## config.mk

```make
export PLATFORM = sky130hd
export DESIGN_NAME = sipo_deser
export DESIGN_NICKNAME = d
export VERILOG_FILES = /design/src/rtl/sipo_pkg.sv /design/src/rtl/sipo_hold.sv /design/src/rtl/sipo_deser.sv
export SDC_FILE = /design/constraint.sdc
export NUM_CORES = 1
export LEC_CHECK = 0
export CORE_MARGIN = 1.5
export CORE_UTILIZATION = 51
export DETAILED_ROUTE_END_ITERATION = 8
export PLACE_DENSITY = 0.8
export REMOVE_ABC_BUFFERS = 1
export SETUP_SLACK_MARGIN = 0.2
export SYNTH_ARGS = -nofsm -noshare
export SYNTH_HDL_FRONTEND = slang
export SYNTH_SLANG_ARGS = --single-unit
export TNS_END_PERCENT = 5
```

## constraint.sdc

```tcl
create_clock -name clk -period 2.24 [get_ports clk]
set_input_delay 0.448 -clock clk [delete_from_list [all_inputs] [get_ports clk]]
set_output_delay 0.448 -clock clk [all_outputs]
set_load 0.005 [all_outputs]
```

## src/rtl/sipo_pkg.sv

```systemverilog
// rtl/sipo_pkg.sv - shared types and sizing helpers for the sipo deserializer
package sipo_pkg;

    typedef enum logic [0:0] {
        IDLE  = 1'b0,
        SHIFT = 1'b1
    } state_e;

    // Bit counter only has to reach WIDTH-1, so clog2 bits suffice (min 1).
    function automatic int cnt_w(input int width);
        return (width > 2) ? $clog2(width) : 1;
    endfunction

endpackage

```

## src/rtl/sipo_hold.sv

```systemverilog
// rtl/sipo_hold.sv - parallel holding register with valid/ready and sticky overrun
module sipo_hold
    import sipo_pkg::*;
#(
    parameter int WIDTH = 4
) (
    input  logic             clk,
    input  logic             rst_n,
    input  logic             clr_i,
    input  logic             load_i,
    input  logic [WIDTH-1:0] data_i,
    input  logic             ready_i,
    output logic [WIDTH-1:0] q_o,
    output logic             valid_o,
    output logic             overrun_o
);

    logic [WIDTH-1:0] q_q, q_d;
    logic             valid_q, valid_d;
    logic             ovr_q, ovr_d;

    always_comb begin
        q_d     = q_q;
        valid_d = valid_q;
        ovr_d   = ovr_q;
        if (clr_i) begin
            // q is deliberately kept; only the handshake and flags drop.
            valid_d = 1'b0;
            ovr_d   = 1'b0;
        end else if (load_i) begin
            if (!valid_q || ready_i) begin
                q_d     = data_i;
                valid_d = 1'b1;
            end else begin
                ovr_d = 1'b1;
            end
        end else if (valid_q && ready_i) begin
            valid_d = 1'b0;
        end
    end

    always_ff @(posedge clk or negedge rst_n) begin
        if (!rst_n) begin
            q_q     <= '0;
            valid_q <= 1'b0;
            ovr_q   <= 1'b0;
        end else begin
            q_q     <= q_d;
            valid_q <= valid_d;
            ovr_q   <= ovr_d;
        end
    end

    assign q_o       = q_q;
    assign valid_o   = valid_q;
    assign overrun_o = ovr_q;

endmodule

```

## src/rtl/sipo_deser.sv

```systemverilog
// rtl/sipo_deser.sv - framed serial-in parallel-out deserializer top level
module sipo_deser
    import sipo_pkg::*;
#(
    parameter int WIDTH     = 4,
    parameter bit LSB_FIRST = 1'b1
) (
    input  logic             clk,
    input  logic             rst_n,
    input  logic             sin,
    input  logic             sin_en,
    input  logic             sync,
    input  logic             clr,
    output logic [WIDTH-1:0] q,
    output logic             q_valid,
    input  logic             q_ready,
    output logic             busy,
    output logic             overrun,
    output logic             sync_err
);

    localparam int             CW   = cnt_w(WIDTH);
    localparam logic [CW-1:0]  LAST = CW'(WIDTH - 1);

    state_e           state_q, state_d;
    logic [CW-1:0]    cnt_q, cnt_d, bit_idx;
    logic [WIDTH-1:0] sr_q, sr_d, bit_mask, word;
    logic             serr_q, serr_d;
    logic             start, accept, complete;

    always_comb begin
        start    = sin_en && sync;
        accept   = start || (sin_en && (state_q == SHIFT));
        // A sync bit always restarts placement at bit 0, dropping any fragment.
        bit_idx  = start ? '0 : cnt_q;
        complete = accept && (bit_idx == LAST);

        if (LSB_FIRST)
            bit_mask = {{(WIDTH-1){1'b0}}, 1'b1} << bit_idx;
        else
            bit_mask = {1'b1, {(WIDTH-1){1'b0}}} >> bit_idx;

        word = ((start ? '0 : sr_q) & ~bit_mask) | (sin ? bit_mask : '0);
    end

    always_comb begin
        state_d = state_q;
        cnt_d   = cnt_q;
        sr_d    = sr_q;
        serr_d  = serr_q;
        if (clr) begin
            state_d = IDLE;
            cnt_d   = '0;
            sr_d    = '0;
            serr_d  = 1'b0;
        end else if (accept) begin
            state_d = SHIFT;
            sr_d    = word;
            cnt_d   = complete ? '0 : bit_idx + CW'(1);
            if (start && (state_q == SHIFT) && (cnt_q != '0))
                serr_d = 1'b1;
        end
    end

    always_ff @(posedge clk or negedge rst_n) begin
        if (!rst_n) begin
            state_q <= IDLE;
            cnt_q   <= '0;
            sr_q    <= '0;
            serr_q  <= 1'b0;
        end else begin
            state_q <= state_d;
            cnt_q   <= cnt_d;
            sr_q    <= sr_d;
            serr_q  <= serr_d;
        end
    end

    sipo_hold #(
        .WIDTH (WIDTH)
    ) u_hold (
        .clk       (clk),
        .rst_n     (rst_n),
        .clr_i     (clr),
        .load_i    (complete),
        .data_i    (word),
        .ready_i   (q_ready),
        .q_o       (q),
        .valid_o   (q_valid),
        .overrun_o (overrun)
    );

    assign busy     = (cnt_q != '0);
    assign sync_err = serr_q;

endmodule

```

### Word-level counts from Yosys, hierarchy flattened

Index checks and enable logic that the tools add are counted.

| cells by class | value |
|---|---|
| bitwise operators | 4 |
| mux-type cells | 20 |
| add/subtract/negate cells | 1 |
| shifts and indexed selects | 1 |
| reductions and logical operators | 18 |
| equal/unequal tests | 3 |

Operators by type and width:

| operator | number |
|---|---|
| 4-bit two-way mux | 4 |
| 1-bit two-way mux | 12 |
| 2-bit two-way mux | 4 |
| 2-bit nonzero test | 4 |
| 1-bit logical AND | 6 |
| 2-bit AND reduction | 3 |
| 4-bit bitwise AND | 1 |
| 4-bit NOT | 1 |
| 4-bit OR | 1 |
| 1-bit by 2-bit << shifter with 4-bit output, first input constant | 1 |
| 3-bit by 2-bit inequality test with 1-bit output, second input constant | 1 |
| 3-bit AND reduction | 1 |
| 3-bit nonzero test | 1 |
| 2-bit by 1-bit adder with 2-bit output, second input constant | 1 |
| 2-bit equality test, second input constant | 1 |
| 1-bit logical OR | 2 |
| 2-bit inequality test, second input constant | 1 |
| 1-bit zero test | 1 |
| 1-bit NOT | 1 |

| storage, ports and cells | value |
|---|---|
| output and inout bits | 8 |
| register bits | 14 |

### Logic depth before layout (Yosys ltp)

Gate-level depths: netlist of run 1.

| depth | value |
|---|---|
| word-level depth | 8 |
| depth in mapped cells | 7 |
| depth with buffers taken out | 7 |

### By module

A second synthesis of run 1 with hierarchy kept.

| unflattened totals | value |
|---|---|
| cells, all modules | 78 |
| area, all modules | 758.2 sq um |

Modules (own cells, without submodules):

| module | area an instance (sq um) | times used | cells an instance | seq. area each (sq um) |
|---|---|---|---|---|
| sipo_deser | 514.2 | 1 | 62 | 200.2 |
| sipo_hold | 244.0 | 1 | 16 | 150.1 |

### Worst setup path after synthesis of run 1

OpenSTA, ideal clock, no wires.

| path | value |
|---|---|
| kind | input -> register |
| start | input sync |
| end | register u_hold.q_q[0], in the netlist u_hold.q_o[0] |
| required time | 2.161 ns |
| slack | 0.704 ns |
| data arrival time | 1.457 ns |
| setup time | 0.079 ns |
| stages on the path | 7 |
| buffers on the path | 1 |
| cell sequence | nand2_1 > nand2_1 > inv_1 > ha_1 > and4bb_1 > buf_6 > mux2i_1 |

| between the ends | value |
|---|---|
| longest elaborated chain between the ends | 6 |
| elaborated cells on any way between the ends | 12 |

Ends and longest elaborated chain:

| what | RTL line | RTL |
|---|---|---|
| start, declared | sipo_deser.sv:12 | `input logic sync,` |
| 1-bit logical AND (*) | sipo_deser.sv:32 | `start = sin_en && sync;` |
| 2-bit two-way mux | sipo_deser.sv:35 | `bit_idx = start ? '0 : cnt_q;` |
| 1-bit by 2-bit << shifter with 4-bit output | sipo_deser.sv:39 | `bit_mask = {{(WIDTH-1){1'b0}}, 1'b1} << bit_idx;` |
| 4-bit NOT | sipo_deser.sv:43 | `word = ((start ? '0 : sr_q) & ~bit_mask) \| (sin ? bit_mask : '0);` |
| 4-bit bitwise AND | sipo_deser.sv:43 |  |
| 4-bit OR | sipo_deser.sv:43 |  |
| end signal, assigned | sipo_hold.sv:48 | `q_q <= q_d;` |
| end, declared | sipo_hold.sv:18 | `logic [WIDTH-1:0] q_q, q_d;` |

Every way passes the cells marked *; elsewhere a longest branch is shown, timed or not.
A chain may end at the register's enable or synchronous reset.

### Worst setup path in the final report of run 1

| path | value |
|---|---|
| start | register cnt_q[0] |
| end | output busy |

| between the ends | value |
|---|---|
| longest elaborated chain between the ends | 1 |

Ends and longest elaborated chain:

| what | RTL line | RTL |
|---|---|---|
| start, declared | sipo_deser.sv:26 | `logic [CW-1:0] cnt_q, cnt_d, bit_idx;` |
| start signal, assigned | sipo_deser.sv:73 | `cnt_q <= cnt_d;` |
| 2-bit nonzero test | sipo_deser.sv:93 | `assign busy = (cnt_q != '0);` |
| end, declared | sipo_deser.sv:17 | `output logic busy,` |

No other way between the ends.

==> results of run 1 <==
## how the worst max path moves through the flow
stage,startpoint,endpoint,slack [ps],depth (start not counted)
after detailed placement,sync,u_hold.q_o[2],80,7
after global routing,sync,u_hold.q_o[2],230,7
after global placement,sync,u_hold.q_o[3],140,7
after CTS,cnt_q[0],busy,350,2
after floorplan,sync,u_hold.q_o[0],680,6
final,cnt_q[0],busy,360,2
## metal layers
metal / global-route usage, % / vias to the layer above / part of all wire, %
met5: 0 / - / 0
met4: 12.9 / 0 / 0.93
met3: 3.41 / 2 / 4.5
met2: 29.8 / 23 / 46
met1: 29.4 / 246 / 48
li1: - / 265 / -
## area by class of cell
class,count,area [sq um],share of cell area (%)
inverter,6,22.5,2.53
multi-input combinational,43,300,33.7
clock buffer,4,36.3,4.07
timing repair buffer,17,163,18.3
tap,15,18.8,2.11
sequential,14,350,39.3
## worst max-delay path: cells and delay by family, from the launching register on
kind / cells / cell delay [ps]
flops: 1 / 400
simple gates: 1 / 310
buf+inv: 1 / 450
## metrics by stage
stage / setup WS, ps / util, % / cell area (sq um)
after global routing: 229 / 69.3 / 891
after detailed placement: 81.5 / 66.5 / 855
after floorplan: 680 / - / 673
final: 360 / 69.3 / 891
after CTS: 346 / 69.3 / 891
after global placement: 139 / 66.5 / 855
## state kept, by name (all words and copies together), names as in the netlist
| name | cells |
|---|---|
| state_q | 1 |
| u_hold.overrun_o | 1 |
| u_hold.valid_o | 1 |
| cnt_q | 2 |
| sr_q | 4 |
| sync_err | 1 |
| u_hold.q_o | 4 |
## cell families after synthesis
family	count (synthesis)	share of synthesized area, %
muxes	4	5.78
DFF	14	50.5
buffers and inverters	9	6.14
and+or+nand+nor	20	14.6
AOI/OAI and AO/OA	15	15.7
adders and majority gates	4	7.22
## cell usage after synthesis, drive strengths merged (2+ instances only)
library cell  number
dfrtp             14
nor2              10
a211oi             6
inv                6
nor2b              5
a22oi              4
ha                 4
mux2i              4
a21oi              2
buf                2
nand2              2
## power groups by stage
stage                     combinational, W  sequential (W)  clock [W]
after floorplan                  0.0000472        0.000287          0
after global placement            0.000106        0.000288          0
after detailed placement          0.000108        0.000288          0
after CTS                         0.000109        0.000283   0.000186
after global routing              0.000121        0.000285   0.000194
final                             0.000108        0.000283   0.000178
==> reports/qor_table.md, run 1 <==
| Step | Parameter | Reported |
| --- | --- | --- |
| global route | Congestion Overflow GR | 0 |
| timing | Total count of hold-check failures in the final report | 0 |
| global route | Via count of the first global-routing pass | 485 |
| synthesis | Number of enable flip-flop cells after synthesis | 0 |
| pwr | Seq pwr share | 49.7% |
| synthesis | Average instance area after synthesis | 10.5 sq um |
| synthesis | Area share of the largest cell type after synthesis | 50.5% |
| global route | Global-route wire length before repair | 2160 um |
| finish | Number of fill cells | 91 |
| critical path | Worst path arrival time | 1430 ps |
| pwr | Internal power of the cells | 0.000430 W |
| place | Placed wire-length estimate after detailed placement | 965 um |
| finish | Commonest non-fill, non-tap cells in the layout | sky130_fd_sc_hd__dfrtp_1 (14), sky130_fd_sc_hd__clkdlybuf4s50_1 (14), sky130_fd_sc_hd__nor2_1 (10) |
| timing | Relative slew slack | 59.2% |
| min path | Worst-case hold path end point | u_hold.q_o[0] |
| synthesis | Post-synthesis instance area | 693 sq um |
| finish | Diode count | 0 |
| floorplan | Starting density of the core | 53.9% |
| synthesis | Instance count of the mapped netlist | 66 |
| timing | Layout Skew | 2.73 ps |
| min path | Hold_sp | u_hold.q_o[0] |
| detailed routing | Post-route antenna net violation count | 0 |
| timing | Fin. max-slew vios | 0 |
| detailed routing | Length of the first detailed-routing pass in iterations | 4 |
| pwr | Overall power consumption | 0.000570 W |
| critical path | Classification of the worst setup path | reg2out |
| place | Count of port buffers added during placement | 14 |
| clock tree | Number of clock sinks | 14 |
| synthesis | Sequential area share after synthesis | 50.5% |
| clock tree | Clock transition at the register clock pins on the worst setup and hold paths after CTS | 80 ps |
| timing | RSZ-0062 raised after global routing | no |
| pwr | Leakage power | 0.412 nW |
| clock tree | Maximum clock insertion buffer count | 2 |
| timing | Final worst path period share | 83.9% |
| finish | Layout-stage area growth over the synthesis result | 28.5% |
| critical path | Cell depth of the worst flop-to-flop path | 5 |
| min path | Hold Path Stages | 2 |
| synthesis | Synth cell types | 19 |
| floorplan | Floorplan row count | 13 |
| floorplan | Die Footprint | 1590 sq um |
| synthesis | Share of flip-flops with an asynchronous set or reset after synthesis | 100% |
| place | Gp weighted congestion | 0.779 |
| clock tree | Hold buffer count at CTS | 0 |
| detailed routing | Via count | 536 |
| timing | Worst-margin pin slew | 610 ps |
| timing | Final setup viols | 0 |
| floorplan | Width of the die | 39.9 um |
| floorplan | Core ar. | 1280 sq um |
| pwr | Worst vdd ir | 366 uV |
| critical path | Required time worst endpoint | 1790 ps |
| detailed routing | Total length of routed wires | 1290 um |
| detailed routing | Via-to-Cell Ratio | 5.41 |
| critical path | Register-to-register setup slack | 780 ps |
| status | Result of the run | finished, final reports clean |
| critical path | CP Launch Type | flop |
| synthesis | Cell taking the most area after synthesis | sky130_fd_sc_hd__dfrtp_1 |
| critical path | Category of the worst setup path capture point | output port |
| pwr | Logic pwr share | 19.0% |
| synthesis | Largest cells by area after synthesis | sky130_fd_sc_hd__dfrtp_1 (51%), sky130_fd_sc_hd__ha_1 (7.2%), sky130_fd_sc_hd__a211oi_1 (6.5%) |
| synthesis | Main flop type after synthesis | sky130_fd_sc_hd__dfrtp_1 |
| detailed routing | Drt wl/cell | 13.0 um |
| pwr | Clk network pwr share | 31.3% |
| min path | Classification of the worst-slack hold path | reg2reg |
| pwr | Switching power summed over all nets | 0.000140 W |
| critical path | Largest fanout on the critical path | 3 |
| global route | Initial antenna violation count | 0 |
| critical path | CP max stage delay | 450 ps |
| pwr | Switching power as a share of total power | 24.5% |
| finish | Ratio of cells with drive above 1 in the final layout | 10.7% |
| clock tree | Clock latency of the later-clocked register in the worst-skew pair | 270 ps |
| clock tree | PostCTS Resize Cnt | 0 |
| timing | Worst hold margin | 521 ps |
| clock tree | TritonCTS clock tree | built |
| detailed routing | DR DRC count | 0 |
| clock tree | Buffers inserted during post-CTS setup optimization | 0 |
| detailed routing | 1st-iter DRT viols | 14 |
| clock tree | Number of buffers created by CTS | 3 |
| flow run | Max-cap viol count | 0 |
| finish | Final nets | 96 |
| global route | Largest net degree at the start of global routing | 15 |
| critical path | Slowest stage cell, crit path | sky130_fd_sc_hd__clkdlybuf4s50_1 |
| synthesis | Synth Register Bits | 14 |
| synthesis | Number of warnings issued by yosys | 0 |
| finish | Non-filler instance count after layout | 99 |
| clock tree | Root buffer selected by CTS | sky130_fd_sc_hd__clkbuf_4 |
| clock tree | Number of levels in the clock H-tree | 1 |
| critical path | FF-to-FF Start | cnt_q[0] |
| timing | Peak clock frequency supported by timing | 532 MHz |
| place | Cell count after placement | 95 |
| floorplan | Vertical extent of the die | 39.9 um |
| critical path | Crit-path cells | or2_2, clkdlybuf4s50_1 |
| pwr | Power per standard cell area | 640 nW/um^2 |
| global route | All-Layer GR Usage | 21.1% |
| critical path | Reg-to-reg endpoint | u_hold.q_o[2] |
| timing | Post-Route Setup TNS | 0 ps |
| timing | Minimum clock period after layout | 1880 ps |
| floorplan | # IOs | 15 |
Power figures use the tool's default switching activity.
==> run 2: changes to the inputs <==
CORE_UTILIZATION = 43   (was 51)
PLACE_DENSITY = 0.72   (was 0.8)
clock period = 1.71 ns   (was 2.24 ns; I/O delays follow)
==> run 2 against run 1 <==
Net effect:
- largest cell class unchanged
- global-route usage is 3.2 points lower
- flip-flop and latch count stayed put
- clock power is 2% higher
- count of clock-buffer cells in the layout is 1 lower
- non-clock buffer count is 7 higher
- clock skew is 1.4 ps higher
- critical path type unchanged
- worst hold slack worse by 150 ps
- critical endpoint is now q[3]
- sequential share of layout area is 2.7 points lower
- routed wire length is 10% higher
- register-to-register slack worse by 470 ps
- cell count is 7.1% higher
==> reports/qor_table.md, run 2 (synthesized netlist as in run 1, its figures left out) <==
| Step | Parameter | Reported |
| --- | --- | --- |
| timing | Relative slew slack | 84.0% |
| flow run | Max-cap viol count | 0 |
| clock tree | Clock transition at the register clock pins on the worst setup and hold paths after CTS | 80 ps |
| global route | Largest net degree at the start of global routing | 15 |
| finish | Non-filler instance count after layout | 106 |
| critical path | CP max stage delay | 500 ps |
| clock tree | Number of buffers created by CTS | 3 |
| critical path | Critical path startpoint | u_hold.q_o[3] |
| clock tree | Number of clock sinks | 14 |
| place | Cell count after placement | 102 |
| global route | Global-route wire length before repair | 2420 um |
| clock tree | Maximum clock insertion buffer count | 2 |
| clock tree | Number of levels in the clock H-tree | 1 |
| floorplan | Vertical extent of the die | 43.2 um |
| critical path | FF-to-FF Start | cnt_q[0] |
| status | Result of the run | finished, final reports clean |
| detailed routing | Via-to-Cell Ratio | 5.33 |
| timing | Post-Route Setup TNS | 0 ps |
| global route | Initial antenna violation count | 0 |
| place | Setup slack at placement | -205 ps |
| floorplan | Width of the die | 43.2 um |
| finish | Commonest non-fill, non-tap cells in the layout | sky130_fd_sc_hd__dfrtp_1 (14), sky130_fd_sc_hd__clkdlybuf4s50_1 (11), sky130_fd_sc_hd__nor2_1 (10), sky130_fd_sc_hd__buf_4 (10), sky130_fd_sc_hd__a211oi_1 (6) |
| pwr | Worst vdd ir | 484 uV |
| timing | RSZ-0062 raised after global routing | yes |
| critical path | Largest fanout on the critical path | 2 |
| critical path | CP Launch Type | flop |
| timing | Minimum clock period after layout | 1490 ps |
| finish | Ratio of cells with drive above 1 in the final layout | 24.4% |
| finish | Layout-stage area growth over the synthesis result | 37.9% |
| critical path | Worst path arrival time | 1150 ps |
| detailed routing | Drt wl/cell | 13.4 um |
| timing | Layout Skew | 4.12 ps |
| global route | Congestion Overflow GR | 0 |
| detailed routing | 1st-iter DRT viols | 10 |
| floorplan | Starting density of the core | 46.0% |
| global route | Via count of the first global-routing pass | 583 |
| floorplan | Floorplan row count | 14 |
| floorplan | Core ar. | 1510 sq um |
| clock tree | Clock latency of the later-clocked register in the worst-skew pair | 270 ps |
| critical path | Dominant delay contributor by cell family on the critical path | buffers and inverters |
| detailed routing | Length of the first detailed-routing pass in iterations | 4 |
| floorplan | Die Footprint | 1860 sq um |
| timing | Worst setup slack after layout | 219 ps |
| critical path | Crit-path cells | clkdlybuf4s50_1 |
| floorplan | # IOs | 15 |
| min path | Classification of the worst-slack hold path | in2async |
| finish | Diode count | 0 |
| timing | Final setup viols | 0 |
| critical path | Classification of the worst setup path | reg2out |
| clock tree | TritonCTS clock tree | built |
| finish | Final nets | 103 |
| pwr | Power per standard cell area | 748 nW/um^2 |
| global route | All-Layer GR Usage | 17.9% |
| timing | Peak clock frequency supported by timing | 671 MHz |
| detailed routing | Via count | 565 |
| pwr | Overall power consumption | 0.000715 W |
| critical path | Category of the worst setup path capture point | output port |
| detailed routing | Total length of routed wires | 1420 um |
| critical path | Slowest stage cell, crit path | sky130_fd_sc_hd__clkdlybuf4s50_1 |
| place | Count of port buffers added during placement | 14 |
| place | Placed wire-length estimate after detailed placement | 1010 um |
| pwr | Leakage power | 0.437 nW |
| place | Gp weighted congestion | 0.722 |
| detailed routing | Post-route antenna net violation count | 0 |
| timing | Total count of hold-check failures in the final report | 0 |
| detailed routing | DR DRC count | 0 |
| timing | Fin. max-slew vios | 0 |
| critical path | Critical path buffer and inverter count | 1 |
| finish | Final core occ | 63.5% |
| timing | Final worst path period share | 87.2% |
| finish | Most common cell after layout, fill and taps aside | sky130_fd_sc_hd__dfrtp_1 |
| critical path | Required time worst endpoint | 1370 ps |
| timing | Worst-margin pin slew | 240 ps |
| clock tree | Root buffer selected by CTS | sky130_fd_sc_hd__clkbuf_4 |
==> run 2: worst paths after layout <==
path,slack (ps),cells after the start,to
hold reg to reg,510,2,sync_err
setup / recovery,220,1,q[3]
max in group asynchronous,1160,2,cnt_q[1]
hold / removal,370,2,u_hold.q_o[1]
setup reg to reg,310,7,sr_q[0]
min in group clk,510,2,sync_err
==> run 2: stage by stage <==
stage | hold slack, ps | instance area [sq um]
2_1_floorplan | 46.4 | 673
3_3_place_gp | 488 | 901
3_5_place_dp | 491 | 901
4_1_cts | 378 | 955
5_1_grt | 389 | 956
6_report | 373 | 956
==> run 2: layer usage <==
layer	GRT usage (%)	wire length [um]	up-vias
met2	28.7	665	7
li1	-	-	276
met1	22.2	693	280
met4	10.9	15	0
met3	2.98	45	2
met5	0	0	-
==> run 2: power by group <==
part	leakage [nW]	switching (W)	internal (W)	total [W]
clock	0.0138	0.000100	0.0000815	0.000182
sequential	0.172	0.0000147	0.000357	0.000371
combinational	0.251	0.0000710	0.0000903	0.000161
total	0.437	0.000186	0.000529	0.000715
==> run 2: cell type report <==
class                   count  area (sq um)
multi-input cells          43           328
flip-flops and latches     14           350
well taps                  16          20.0
repair buffers             24           213
clock buffers               3          22.5
fillers                   125           551
inverters                   6          22.5
==> run 2: timing repair <==
item / 4_1_cts / 5_1_grt
resized for setup: 12 / 1
hold buffers: 0 / 0
buffers inserted: 1 / 0
setup endpoints to repair: 9 / 4
pin swaps: 8 / 0
